`src/rtl/dmem_port_arbiter.sv`:
```
// Byte-wide data-memory port shared by the pipeline (P) and loader (L).
// Multi-byte requests are split into big-endian byte beats.
module dmem_port_arbiter #(
  parameter int STARVE_LIMIT = 4
) (
  input  logic        Clk,
  input  logic        Reset,
  input  logic        p_req,
  input  logic        l_req,
  input  logic        p_rw,
  input  logic        l_rw,
  input  logic [1:0]  p_size,
  input  logic [1:0]  l_size,
  input  logic [7:0]  p_addr,
  input  logic [7:0]  l_addr,
  input  logic [31:0] p_wdata,
  input  logic [31:0] l_wdata,
  output logic        p_done,
  output logic        l_done,
  output logic        p_err,
  output logic        l_err,
  output logic [31:0] p_rdata,
  output logic [31:0] l_rdata,
  output logic        m_en,
  output logic        m_we,
  output logic [7:0]  m_addr,
  output logic [7:0]  m_wdata,
  input  logic [7:0]  m_rdata,
  output logic        busy
);

  typedef enum logic [1:0] {IDLE, XFER, RESP} state_t;

  localparam logic [3:0] LIMIT = 4'(STARVE_LIMIT);

  state_t      state;
  logic        sel_l;
  logic        rw;
  logic [1:0]  last;
  logic [1:0]  beat;
  logic [31:0] wsh;
  logic [31:0] asm_q;
  logic [3:0]  starve_cnt;

  logic        l_win;
  logic        g_rw;
  logic [1:0]  g_size;
  logic [7:0]  g_addr;
  logic [31:0] g_wdata;
  logic        g_ok;
  logic [1:0]  g_last;
  logic [31:0] g_wl;
  logic [31:0] rd_next;
  logic [31:0] rd_fin;

  assign busy    = (state != IDLE);
  assign rd_next = {asm_q[23:0], m_rdata};
  assign rd_fin  = rw ? 32'd0 : rd_next;

  // g_wl holds the write data left-justified so beats peel off the top byte
  always_comb begin
    l_win   = l_req && (!p_req || starve_cnt == LIMIT);
    g_rw    = l_win ? l_rw    : p_rw;
    g_size  = l_win ? l_size  : p_size;
    g_addr  = l_win ? l_addr  : p_addr;
    g_wdata = l_win ? l_wdata : p_wdata;
    g_ok    = 1'b0;
    g_last  = 2'd0;
    g_wl    = g_wdata;
    case (g_size)
      2'b00: begin
        g_ok = 1'b1;
        g_wl = g_wdata << 24;
      end
      2'b10: begin
        g_ok   = !g_addr[0];
        g_last = 2'd1;
        g_wl   = g_wdata << 16;
      end
      2'b01: begin
        g_ok   = (g_addr[1:0] == 2'b00);
        g_last = 2'd3;
      end
      default: ;
    endcase
  end

  always_ff @(posedge Clk) begin
    if (Reset) begin
      state      <= IDLE;
      sel_l      <= 1'b0;
      rw         <= 1'b0;
      last       <= 2'd0;
      beat       <= 2'd0;
      wsh        <= 32'd0;
      asm_q      <= 32'd0;
      starve_cnt <= 4'd0;
      m_en       <= 1'b0;
      m_we       <= 1'b0;
      m_addr     <= 8'd0;
      m_wdata    <= 8'd0;
      p_done     <= 1'b0;
      l_done     <= 1'b0;
      p_err      <= 1'b0;
      l_err      <= 1'b0;
      p_rdata    <= 32'd0;
      l_rdata    <= 32'd0;
    end else begin
      case (state)
        IDLE: begin
          if (p_req || l_req) begin
            sel_l <= l_win;
            rw    <= g_rw;
            last  <= g_last;
            beat  <= 2'd0;
            asm_q <= 32'd0;
            wsh   <= g_wl << 8;
            if (l_win)
              starve_cnt <= 4'd0;
            else if (l_req && starve_cnt != LIMIT)
              starve_cnt <= starve_cnt + 4'd1;
            if (g_ok) begin
              state   <= XFER;
              m_en    <= 1'b1;
              m_we    <= g_rw;
              m_addr  <= g_addr;
              m_wdata <= g_wl[31:24];
            end else begin
              state  <= RESP;
              p_done <= !l_win;
              p_err  <= !l_win;
              l_done <= l_win;
              l_err  <= l_win;
              if (l_win) l_rdata <= 32'd0;
              else       p_rdata <= 32'd0;
            end
          end
        end
        XFER: begin
          if (!rw) asm_q <= rd_next;
          if (beat == last) begin
            state  <= RESP;
            m_en   <= 1'b0;
            m_we   <= 1'b0;
            p_done <= !sel_l;
            l_done <= sel_l;
            if (sel_l) l_rdata <= rd_fin;
            else       p_rdata <= rd_fin;
          end else begin
            beat    <= beat + 2'd1;
            m_addr  <= m_addr + 8'd1;
            m_wdata <= wsh[31:24];
            wsh     <= wsh << 8;
          end
        end
        RESP: begin
          state  <= IDLE;
          p_done <= 1'b0;
          l_done <= 1'b0;
          p_err  <= 1'b0;
          l_err  <= 1'b0;
        end
        default: state <= IDLE;
      endcase
    end
  end

endmodule

```
`config.mk`:
```
export PLATFORM = sky130hd
export DESIGN_NAME = dmem_port_arbiter
export DESIGN_NICKNAME = d
export VERILOG_FILES = /design/src/rtl/dmem_port_arbiter.sv
export SDC_FILE = /design/constraint.sdc
export NUM_CORES = 1
export LEC_CHECK = 0
export ABC_AREA = 1
export BUFFER_PORTS_ARGS = -buffer_cell sky130_fd_sc_hd__buf_4
export CORE_UTILIZATION = 45
export DETAILED_ROUTE_END_ITERATION = 8
export GPL_ROUTABILITY_DRIVEN = 1
export PLACE_DENSITY_LB_ADDON = 0.3
export SETUP_SLACK_MARGIN = 0.4
export SKIP_CTS_REPAIR_TIMING = 1
export SLEW_MARGIN = 20
export SYNTH_ARGS = -nofsm -noshare
export SYNTH_HDL_FRONTEND = slang
export SYNTH_SLANG_ARGS = --single-unit
```
`constraint.sdc`:
```
create_clock -name Clk -period 3.8 [get_ports Clk]
set_input_delay 0.38 -clock Clk [delete_from_list [all_inputs] [get_ports Clk]]
set_output_delay 0.38 -clock Clk [all_outputs]
set_load 0.02 [all_outputs]
```
==> results.toml <==
[grt]
grt_pass1_vias = 6943
grt_overflow = 0
grt_usage = 0.238
grt_max_degree = 54
antenna_found_initial = 0
grt_pass1_wl_mm = 33.5

[drt]
top_layer = "met4"
drt-vias-per-instance = 4.92
dr_wl_met3_mm = 1.27
routedWlPerCell_um = 13.2
wl_met1_mm = 9.11
vias = 7726
drt_iter0_drc = 442
remaining_drc_errors = 0
wl_mm = 20.7
routed-wl-met2_mm = 9.76
drt_pass1_iterations = 5
drtAntennaViolNets = 0

[pwr]
power_frac_clock = 0.254
cell_internal_pwr_mw = 4.20
sw_frac_of_total = 0.403
p_leak_nw = 4.84
p_sw_mw = 2.83
combPwrFrac = 0.434
seqPwrFrac = 0.312
p_per_area_mw_per_mm2 = 730
ir_drop_mv = 0.465

[layout]
area_growth_pct = 27.2
final_cell_mix = "nand2_1, buf_4, inv_1"
fin_nets = 1444
fill_cells = 1634
final_common_cell = "nand2_1"
final_layout_size_suffix_gt1_frac = 0.188
num_antenna_cells = 0

[setup_path]
cp-start-kind = "flop"
required_ns = 4.11
cp_max_fo = 27
reg2reg_depth = 11
worstSetupEndpointType = "flop"
arrival_ns = 3.44
critPathKind = "reg2reg"

[floorplanning]
start_util = 0.458
coreArea_mm2 = 0.0165
die_x_um = 132
dieArea_mm2 = 0.0173
fp.dieH_um = 132
io_pins = 185
rows = 47

[sta]
fin_crit_sh = 0.825
finalClockSkew_ns = 0.00932
finalSetupViolCount = 0
maxSlewViolCount = 0
rsz0062_at_grt = "true"
maxSlewHeadroom = 0.521
max_freq_mhz = 319
finalHoldViolations = 0
period_minus_slack_ns = 3.14
tightest_slew_ns = 0.718
tns_ns = 0
timing.hold.ws_ns = 0.246

[synth]
syn_area_per_cell_um2 = 6.33
yosysUniqueCellTypes = 41
synthCells = 1195
ys_seq_area_frac = 0.386
synth_top_area_share = 0.386
synth_nets = 1300
synth-seq-cells = 146
ys_top_cells_by_area = "dfxtp_1, nand2_1, inv_1"
synth_top_cell_by_area = "dfxtp_1"
synthesis.area_mm2 = 0.00757
yosysWarnings = 0

[clock_tree]
clock_latency_ns = 0.42
htreeDepth = 4
cts_buffer_depth = 2
root_buffer = "clkbuf_16"
path_clk_slew_ns = 0.06
cts_sinks = 146
cts_tree = "done"
cts_buffers = 17

[outcome]
status = "completed"

[job]
drv_cap = 0

[hold_path]
hold_path.class = "in2reg"
min_path_cells = 3

[placement]
gp_congestion = 0.843
place.port_buffers = 184
dp.final_hpwl_mm = 14.2
==> worst paths after layout <==
| check | end | slack, ns | startpoint |
|---|---|---|---|
| max | m_wdata[4]$_SDFFE_PP0P_ | 0.66 | state[0]$_SDFFE_PP0P_ |
| min | asm_q[3]$_SDFFE_PP0P_ | 0.25 | m_rdata[3] |
| max reg2reg | m_wdata[4]$_SDFFE_PP0P_ | 0.66 | state[0]$_SDFFE_PP0P_ |
| min reg2reg | asm_q[5]$_SDFFE_PP0P_ | 0.46 | asm_q[5]$_SDFFE_PP0P_ |
==> critical path, stage by stage (launching register included) <==
cell and delay (ns):
dfxtp_1 0.33, inv_1 0.09, ha_1 0.27, inv_1 0.12, nor2_1 0.39, nor2_4 0.23, nand2_2 0.46, clkinv_2 0.48
nand2_4 0.38, nand2_1 0.10, nand2_1 0.09, nor2_1 0.06
==> Yosys cell counts, drive strengths merged <==
cell type,count
mux2i,1
o211ai,2
a31o,1
a21boi,6
nand3,61
inv,153
xor2,4
nor2,149
o221ai,1
buf,37
nor3,4
nand4,37
o21a,2
xnor2,2
a31oi,2
clkbuf,34
or2,10
o21ai,28
o22ai,2
nand2,404
a22oi,1
ha,7
a22o,6
o211a,1
nand3b,2
dfxtp,146
clkinv,1
a21oi,90
and3,1
==> registers in the layout (all words and copies together), names as in the netlist <==
signal / flops
l_rdata: 32
p_rdata: 32
asm_q: 24
wsh: 24
m_addr: 8
m_wdata: 8
starve_cnt: 4
beat: 2
last: 2
state: 2
l_done: 1
l_err: 1
m_en: 1
m_we: 1
p_done: 1
p_err: 1
rw: 1
sel_l: 1
==> power by group through the flow <==
| stage | Combinational [mW] | Clock (mW) | Sequential (mW) |
|---|---|---|---|
| final | 3.05 | 1.78 | 2.19 |
| after global routing | 3.42 | 1.88 | 2.24 |
| after CTS | 3.03 | 1.81 | 2.19 |
| after detailed placement | 3.00 | 0 | 2.22 |
| after global placement | 2.95 | 0 | 2.22 |
| after floorplan | 1.73 | 0 | 2.56 |
==> area by class of cell <==
class | count | area [µm²] | share of cell area
Sequential cell | 146 | 2920 | 0.304
Timing Repair Buffer | 195 | 1460 | 0.152
Clock inverter | 9 | 154 | 0.0160
Tap cell | 220 | 275 | 0.0286
Inverter | 154 | 579 | 0.0602
Multi-Input combinational cell | 825 | 3760 | 0.390
Clock buffer | 22 | 474 | 0.0493
==> cell families (layout without fill, tap and decap cells) <==
kind of cell	after synthesis	count (layout)	synth area share
and+or+nand+nor	668	669	0.369
xor gates and xnor gates	6	6	0.00694
DFF	146	146	0.386
AOI/OAI and AO/OA	142	142	0.103
buffers and inverters	225	380	0.122
adders and majority gates	7	7	0.0116
muxes	1	1	0.00132
==> through the flow <==
| stage | power [mW] | cells | util | setup slack [ns] | area (µm²) |
|---|---|---|---|---|---|
| 3_5_place_dp | 5.22 | 1539 | 0.543 | 0.558 | 8970 |
| 5_1_grt | 7.55 | 1571 | 0.582 | 0.398 | 9630 |
| 2_1_floorplan | 4.30 | 1195 | - | 1.78 | 7570 |
| 4_1_cts | 7.03 | 1570 | 0.581 | 0.511 | 9590 |
| 3_3_place_gp | 5.17 | 1539 | 0.543 | 0.688 | 8970 |
| 6_report | 7.03 | 1571 | 0.582 | 0.665 | 9630 |
==> metal layers <==
metal / vias up / track usage
met5: - / 0
li1: 3987 / -
met3: 42 / 0.0660
met2: 228 / 0.387
met1: 3469 / 0.293
met4: 0 / 0.107
No activity file was read; power rests on OpenSTA's default activity.
